### src/rtl/remote_link_arbiter.sv
// Round-robin arbiter sharing one byte-serial remote link between two requesters.
// A grant covers an optional ID header byte, CMD_BYTES command bytes and RSP_BYTES response bytes.
module remote_link_arbiter #(
  parameter int unsigned CMD_BYTES = 8,
  parameter int unsigned RSP_BYTES = 8,
  parameter bit          HDR_EN    = 1'b1
) (
  input  logic       clk,
  input  logic       rst_n,
  input  logic       c0_req,
  output logic       c0_gnt,
  output logic       c0_full,
  input  logic       c0_wr_en,
  input  logic [7:0] c0_din,
  output logic       c0_empty,
  input  logic       c0_rd_en,
  output logic [7:0] c0_dout,
  input  logic       c1_req,
  output logic       c1_gnt,
  output logic       c1_full,
  input  logic       c1_wr_en,
  input  logic [7:0] c1_din,
  output logic       c1_empty,
  input  logic       c1_rd_en,
  output logic [7:0] c1_dout,
  input  logic       full,
  output logic       wr_en,
  output logic [7:0] din,
  input  logic       empty,
  output logic       rd_en,
  input  logic [7:0] dout
);

  localparam int unsigned MAXB = (CMD_BYTES > RSP_BYTES) ? CMD_BYTES : RSP_BYTES;
  localparam int unsigned CW   = $clog2(MAXB + 1);
  localparam logic [CW-1:0] CMD_LAST = CW'(CMD_BYTES - 1);
  localparam logic [CW-1:0] RSP_LAST = CW'(RSP_BYTES - 1);

  typedef enum logic [1:0] {IDLE, HDR, CMD, RSP} state_t;

  state_t        state;
  logic          owner;
  logic          last;
  logic [CW-1:0] cnt;
  logic          own_wr;
  logic          own_rd;
  logic [7:0]    own_din;

  always_comb begin
    own_wr  = owner ? c1_wr_en : c0_wr_en;
    own_rd  = owner ? c1_rd_en : c0_rd_en;
    own_din = owner ? c1_din   : c0_din;
    wr_en   = 1'b0;
    din     = '0;
    rd_en   = 1'b0;
    case (state)
      HDR: begin
        wr_en = ~full;
        din   = {7'b0, owner};
      end
      CMD: begin
        wr_en = own_wr & ~full;
        din   = own_din;
      end
      RSP: rd_en = own_rd & ~empty;
      default: ;
    endcase
  end

  assign c0_gnt   = (state != IDLE) & ~owner;
  assign c1_gnt   = (state != IDLE) &  owner;
  // Only the owner sees the real link flags; the other side is held off as full/empty.
  assign c0_full  = (state == CMD && !owner) ? full  : 1'b1;
  assign c1_full  = (state == CMD &&  owner) ? full  : 1'b1;
  assign c0_empty = (state == RSP && !owner) ? empty : 1'b1;
  assign c1_empty = (state == RSP &&  owner) ? empty : 1'b1;
  assign c0_dout  = dout;
  assign c1_dout  = dout;

  always_ff @(posedge clk or negedge rst_n) begin
    if (!rst_n) begin
      state <= IDLE;
      owner <= 1'b0;
      last  <= 1'b1;
      cnt   <= '0;
    end else begin
      case (state)
        IDLE: begin
          if (c0_req || c1_req) begin
            owner <= (c0_req && c1_req) ? ~last : c1_req;
            state <= HDR_EN ? HDR : CMD;
            cnt   <= '0;
          end
        end
        HDR: if (!full) state <= CMD;
        CMD: begin
          if (wr_en) begin
            if (cnt == CMD_LAST) begin
              cnt   <= '0;
              state <= RSP;
            end else begin
              cnt <= cnt + 1'b1;
            end
          end
        end
        RSP: begin
          if (rd_en) begin
            if (cnt == RSP_LAST) begin
              cnt   <= '0;
              last  <= owner;
              state <= IDLE;
            end else begin
              cnt <= cnt + 1'b1;
            end
          end
        end
        default: state <= IDLE;
      endcase
    end
  end

endmodule

### config.mk
export PLATFORM = sky130hd
export DESIGN_NAME = remote_link_arbiter
export DESIGN_NICKNAME = d
export VERILOG_FILES = /design/src/rtl/remote_link_arbiter.sv
export SDC_FILE = /design/constraint.sdc
export NUM_CORES = 1
export LEC_CHECK = 0
export ABC_AREA = 1
export BUFFER_PORTS_ARGS = -buffer_cell sky130_fd_sc_hd__buf_2
export CAP_MARGIN = 30
export CORE_UTILIZATION = 36
export CTS_CLUSTER_DIAMETER = 40
export DETAILED_ROUTE_END_ITERATION = 7
export GPL_TIMING_DRIVEN = 0
export PLACE_DENSITY = 0.76
export SLEW_MARGIN = 20
export SYNTH_ARGS = -nofsm -noshare
export SYNTH_HDL_FRONTEND = slang
export SYNTH_SLANG_ARGS = --single-unit
### constraint.sdc
create_clock -name clk -period 1.4 [get_ports clk]
set_clock_uncertainty 0.05 [all_clocks]
set_input_delay 0.07 -clock clk [delete_from_list [all_inputs] [get_ports clk]]
set_output_delay 0.07 -clock clk [all_outputs]
set_load 0.01 [all_outputs]
== Word-level counts from Yosys, hierarchy flattened ==
Index checks and enable logic that the tools add are counted.
Word-level totals
  bits in registers: 8
  input bits: 34
  output and inout port bits: 32
  logic and storage cells: 60
Cells by class
  add/subtract/negate cells: 1
  equal/unequal tests: 10
  multiplexer cells: 23
  bitwise gates (word level): 8
  reduce and logical (&&, ||, !) cells: 14
Operators with widths (count)
  4-bit 2-to-1 mux: 4
  8-bit case mux with 2 select lines: 1
  2-bit 2-to-1 mux: 6
  4-bit case mux with 3 select lines: 1
  1-bit 2-to-1 mux: 8
  8-bit 2-to-1 mux: 1
  2-bit inequality test, second input constant: 4
  2-bit case mux with 4 select lines: 1
  6-bit AND reduction: 1
  1-bit logical AND: 5
  4-bit by 1-bit adder with 4-bit output, second input constant: 1
  1-bit AND: 4
  2-bit == test, second input constant: 2
  4-bit by 3-bit == test with 1-bit output, second input constant: 1
  2-bit by 1-bit inequality test with 1-bit output, second input constant: 2
  1-bit NOT: 4
  4-bit AND reduction: 1
  3-bit AND reduction: 1
  3-bit nonzero test: 1
  2-bit by 1-bit == test with 1-bit output, second input constant: 1
  2-bit logical NOT: 1
  1-bit case mux with 2 select lines: 1
  2-bit AND reduction: 1
  2-bit nonzero test: 1
  2 further kinds: 2

== Logic depth before layout (Yosys ltp) ==
Gate-level depths: netlist of run 1.
  word-level depth: 5
  mapped depth: 11
  mapped depth without buffers: 10

== Worst setup path after synthesis of run 1 ==
OpenSTA, ideal clock, no wires.
  path type: register to register
  from: register state[0]
  to: register state[0]
  library setup time: 0.117 ns
  data arrival time: 1.315 ns
  data required time: 1.233 ns
  slack: -0.082 ns
  stages on the path, launching flop included: 11
  path buffers: 0
  period minus slack after synthesis: 1.482 ns
  path through: dfrtp_1 -> inv_1 -> ha_1 -> nor2_2 -> inv_2 -> nand2_1 -> nand2_1 -> nor2_2 -> nand2_2 -> nand2_1 -> nand2_1
On the way
  word-level cells in the longest chain between the ends: 4
  elaborated cells on any way between the ends: 14
  classes of those cells: eq/ne (9); mux (3); reduce/logical (2)
Ends and longest elaborated chain
  start, declared: line 41  | state_t state;
  start signal, assigned: line 91  | state <= HDR_EN ? HDR : CMD;
  2-bit == test or 2-bit by 1-bit == test with 1-bit output (tied branches): line 56, 87
  1-bit case mux with 2 select lines or 1-bit 2-to-1 mux (tied branches): line 56  | case (state)
  2-bit inequality test (no line)
  6-bit AND reduction (no line)
Several ways; a longest one is shown, not always the timed one.
A chain may end at the register's enable or synchronous reset.

== Worst setup path in the final report of run 1 ==
Ends and elaborated chain as after synthesis.

==> impl_metrics.yaml, run 1 <==
cts:
  cts_tree: "yes"
  cts_sinks: 8
  h-tree-depth: 1
  cts-root-buf: "clkbuf_4"
  clkSlewWorstSetupHoldPaths_ps: 60
  clockBufferDepth: 2
  clk_latency_ps: 260
  cts_made_buffers: 3
finish:
  layout_commonest_cell: "buf_2"
  num_antenna_cells: 0
  final_nets: 251
  layout_common_cells: "56 x buf_2, 25 x nand2_1, 22 x buf_4, 21 x nand2_2, 11 x nand3_1"
  area_growth_pct: 72.6
  drive_gt1_frac: 0.668
  fin_cells: 239
sta:
  finalSetupViolCount: 17
  fmax_mhz: 600
  hold_viol_final: 0
  tns_ps: -3050
  min_period_over_period: 1.19
  rsz0062_at_grt: "yes"
  fin_crit_ps: 1670
  tightest_slew_ps: 244
  layout_setup_ws_ps: -266
  slew_viol_final: 0
  slew-limit-headroom: 0.836
synthesis:
  synth_area_leaders: "nand2_1 20%, dfrtp_1 20%, buf_4 14%"
  synth-seq-cells: 8
  synth_area_per_cell_um2: 6.41
  synth_top_cell_by_area: "nand2_1"
  syn-instance-count: 138
  syn_nets: 177
  synth_cell_types: 24
  yosysWarnings: 0
  synth_top_cell_area_share: 0.199
  yosysSeqAreaShare: 0.228
  syn-cell-area_um2: 885
setup_path:
  crit_path_end_kind: "register"
  start_kind: "register"
  required_ps: 1500
  worst-setup-path-type: "register to register"
  cp_max_fo: 5
  worstRegToRegCells: 11
  crit_arrival_ps: 1770
placed_design:
  portBuffers: 57
  hpwlAfterDp_um: 1850
  gp_congestion: 0.774
  place_inst: 223
power:
  ir_drop_v: 0.00104
  p_leak_nw: 0.848
  power_density_nw_per_um2: 1900
run_status:
  outcome: "complete, but fails checks"
  failed_checks: "negative setup slack"
global_route:
  track_usage: 0.193
  antenna_found_initial: 0
  globalRouteOverflowTotal: 0
  grt_pass1_vias: 955
  grt_pass1_wl_um: 3900
  grt_start_max_net_pins: 9
floorplan:
  die_y_um: 51.6
  core_um2: 2250
  io_pins: 66
  die_w_um: 51.6
  start_util: 0.392
  rows: 17
  die_area_um2: 2660
route:
  drt_first_pass_iters: 4
  vias: 1162
  ant_nets: 0
  via_per_inst: 4.86
  drtIter0Drc: 23
  detail_route.wl_per_cell_um: 12.4
  drc: 0
  wl_um: 2960
hold_path:
  hold_path_class: "input pin to register"
  hold_depth: 3
run:
  cap_violations: 0
[critical path, stage by stage (launching register included)]
cell and delay (ps):
dfrtp_1 390, inv_2 80, ha_4 200, buf_12 140
nor2_4 110, inv_2 70, nand2_2 90, nand2_2 80
nor2_4 140, nand2_2 70, nand2_2 70, nand2_2 50
[cell families (layout without fill, tap and decap cells)]
kind of cell	after synthesis	count (layout)	synth area share
buf+inv	33	106	0.219
fa+ha+maj	5	5	0.0707
compound gates	12	12	0.0750
flops	8	8	0.228
xor+xnor	1	1	0.00990
simple gates	79	79	0.397
[state kept, by name, indices dropped and copies added, names as in the netlist]
name	cells
cnt	4
state	2
owner	1
last	1
[repair_timing]
| action | CTS | global route |
|---|---|---|
| pin swaps | 10 | 16 |
| setup buffers | 7 | 2 |
| gates cloned | 2 | 0 |
| setup endpoints to repair | 18 | 20 |
| hold endpoints to repair | 8 | 0 |
| gates resized for setup | 23 | 31 |
| hold buffers | 1 | 0 |
[report_power, final]
group          internal [mW]  switching, mW
clock                  0.110         0.0940
sequential             0.309         0.0736
combinational          0.986           1.33
total                   1.41           1.49
[path summary, 6_finish.rpt]
kind	startpoint	end	slack (ps)
max reg2reg	state[0]	state[0]	-270
max	state[0]	state[0]	-270
max in group asynchronous	rst_n	last	930
min in group asynchronous	rst_n	cnt[2]	130
min reg2reg	cnt[1]	cnt[1]	480
min	c1_req	owner	30
[layout make-up]
class	count	area [µm²]
fillers	179	728
multi-input cells	97	649
repair buffers	67	389
flip-flops and latches	8	203
plain buffers	17	131
inverters	16	80.1
well taps	28	35.0
clock buffers	4	26.3
repair inverters	2	12.5
[per-stage QoR]
stage | hold WS (ps) | worst slack (ps) | total power, mW | utilization | area (µm²)
detailed placement | -124 | -136 | 1.92 | 0.551 | 1240
global placement | -127 | -122 | 1.89 | 0.551 | 1240
global route | 41.7 | -383 | 3.11 | 0.677 | 1530
CTS | 31.2 | -157 | 2.54 | 0.627 | 1410
finish | 28.5 | -266 | 2.90 | 0.677 | 1530
floorplan | -276 | -6.94 | 1.54 | - | 922
[routing by layer]
metal	up-vias	wire length, µm	GRT usage
met3	12	137	0.0380
li1	566	-	-
met4	0	102	0.0676
met2	43	1610	0.348
met5	-	0	0
met1	541	1110	0.223
[cell usage after synthesis]
master    number
nand2_1       47
buf_4         16
nand3_1       12
inv_1         11
a21oi_1        8
nor2_1         8
dfrtp_1        7
ha_1           5
nand2_2        4
clkinv_1       2
inv_2          2
nand3b_1       2
nor2_2         2
o21ai_0        2
a22o_1         1
buf_6          1
dfstp_2        1
inv_4          1
nand2_4        1
nor3_1         1
nor3_2         1
o21a_1         1
or2_2          1
xor2_1         1
No activity file was read; power rests on OpenSTA's default activity.
==> inputs of run 2 (changes only) <==
==> constraint.sdc (replaced) <==
create_clock -name clk -period 1.4 [get_ports clk]
set_clock_uncertainty 0.05 [all_clocks]
set_input_delay 0.28 -clock clk [delete_from_list [all_inputs] [get_ports clk]]
set_output_delay 0.28 -clock clk [all_outputs]
set_load 0.01 [all_outputs]
==> impl_metrics.yaml, run 2 (synthesis results as in run 1) <==
finish:
  layout_commonest_cell: "buf_2"
  area_growth_pct: 93.5
  num_antenna_cells: 0
  reg_top3: "cnt: 4 flops, state: 2 flops"
  postLayoutCellArea_um2: 1710
  layout_common_cells: "52 x buf_2, 25 x buf_4, 23 x nand2_2, 22 x nand2_1, 15 x buf_6"
  fill_cells: 161
  largest_register: "cnt"
  fin_cells: 249
  drive_gt1_frac: 0.747
  largest_register_ffs: 4
  final_nets: 261
setup_path:
  cp_top_family: "flip-flops"
  worst-setup-path-type: "register to output port"
  crit_buf_inv: 4
  start_kind: "register"
  slowest_delay_ps: 390
  cpMaxStageDelayCell: "dfrtp_1"
  cp_max_fo: 5
  path_cells: "inv_2 -> ha_4 -> nand2_4 -> clkinv_4 -> nand2_2 -> nand3_2 -> nand2_2 -> inv_2 -> buf_6"
  crit_path_end_kind: "output port"
  required_ps: 1070
  crit_arrival_ps: 1490
sta:
  slew-limit-headroom: 0.787
  finalSetupViolCount: 22
  rsz0062_at_grt: "yes"
  hold_viol_final: 0
  min_period_over_period: 1.30
  slew_viol_final: 0
  fmax_mhz: 550
  timing.hold.ws_ps: 240
  fin_crit_ps: 1820
  tightest_slew_ps: 316
  layout_setup_ws_ps: -417
route:
  drt_first_pass_iters: 4
  wl_um: 3170
  drc: 0
  via_per_inst: 4.86
  detail_route.wl_per_cell_um: 12.7
  vias: 1210
  drtIter0Drc: 26
  ant_nets: 0
global_route:
  track_usage: 0.208
  antenna_found_initial: 0
  globalRouteOverflowTotal: 0
  grt_start_max_net_pins: 9
  grt_pass1_wl_um: 4150
  grt_pass1_vias: 1026
hold_path:
  hold_path_class: "input pin to register"
power:
  p_leak_nw: 0.922
  power_density_nw_per_um2: 2010
  ir_drop_v: 0.00143
floorplan:
  start_util: 0.392
  rows: 17
  die_y_um: 51.6
  core_um2: 2250
  die_area_um2: 2660
  die_w_um: 51.6
  io_pins: 66
placed_design:
  gp_congestion: 0.817
  portBuffers: 57
  place_inst: 223
  hpwlAfterDp_um: 1910
  placed_cell_area_um2: 1270
run_status:
  outcome: "complete, but fails checks"
  failed_checks: "negative setup slack"
cts:
  cts_made_buffers: 3
  cts-root-buf: "clkbuf_4"
  cts_tree: "yes"
  clockBufferDepth: 2
  h-tree-depth: 1
  clk_latency_ps: 270
  cts_sinks: 8
  clkSlewWorstSetupHoldPaths_ps: 60
run:
  cap_violations: 0
-- run 2: timing repair --
| action | CTS | global route |
|---|---|---|
| hold buffers | 1 | 0 |
| pin swaps | 14 | 22 |
| setup buffers | 11 | 9 |
| resized for setup | 28 | 42 |
| setup endpoints to repair | 22 | 23 |
| cloned | 2 | 0 |
| endpoints found under the hold margin | 7 | 0 |
-- run 2: worst paths after layout --
| check | from | end | slack, ps | depth (start not counted) |
|---|---|---|---|---|
| setup reg to reg | state[0] | cnt[1] | -400 | 12 |
| max in group asynchronous | rst_n | last | 710 | 2 |
| setup / recovery | state[0] | din[0] | -420 | 9 |
| hold / removal | c1_req | owner | 240 | 3 |
| hold reg to reg | last | last | 490 | 1 |
| min in group asynchronous | rst_n | cnt[2] | 350 | 2 |
-- run 2: per-layer routing --
| metal | wire length, µm | share of wire | up-vias | GRT usage |
|---|---|---|---|---|
| li1 | - | - | 588 | - |
| met3 | 169 | 0.053 | 6 | 0.0292 |
| met1 | 1230 | 0.39 | 559 | 0.236 |
| met4 | 61 | 0.019 | 0 | 0.0991 |
| met2 | 1710 | 0.54 | 57 | 0.377 |
| met5 | 0 | 0 | - | 0 |
-- run 2: through the flow --
step	TNS, ps	utilization	setup WS, ps	total power [mW]
floorplan	-191	-	-33.4	1.65
global placement	-2100	0.564	-181	2.00
detailed placement	-2630	0.564	-229	2.05
CTS	-5790	0.666	-352	2.81
global route	-9050	0.759	-494	3.68
finish	-7590	0.759	-417	3.44
-- run 2: final cells by class --
class / instances / area [µm²] / share of cell area
Multi-Input combinational cell: 97 / 701 / 0.409
Timing Repair Buffer: 77 / 515 / 0.301
Sequential cell: 8 / 203 / 0.118
Buffer: 17 / 131 / 0.0768
Inverter: 16 / 87.6 / 0.0512
Tap cell: 28 / 35.0 / 0.0205
Clock buffer: 4 / 26.3 / 0.0154
Timing Repair inverter: 2 / 12.5 / 0.00731
-- run 2: power breakdown --
group	internal [mW]	switching (mW)
Clock	0.110	0.0987
Sequential	0.309	0.0696
Combinational	1.33	1.53
Total	1.75	1.70
-- run 2: worst min-delay path: stages --
cell,delay (ps)
buf_2,110
nand3_1,80
nand2_1,60
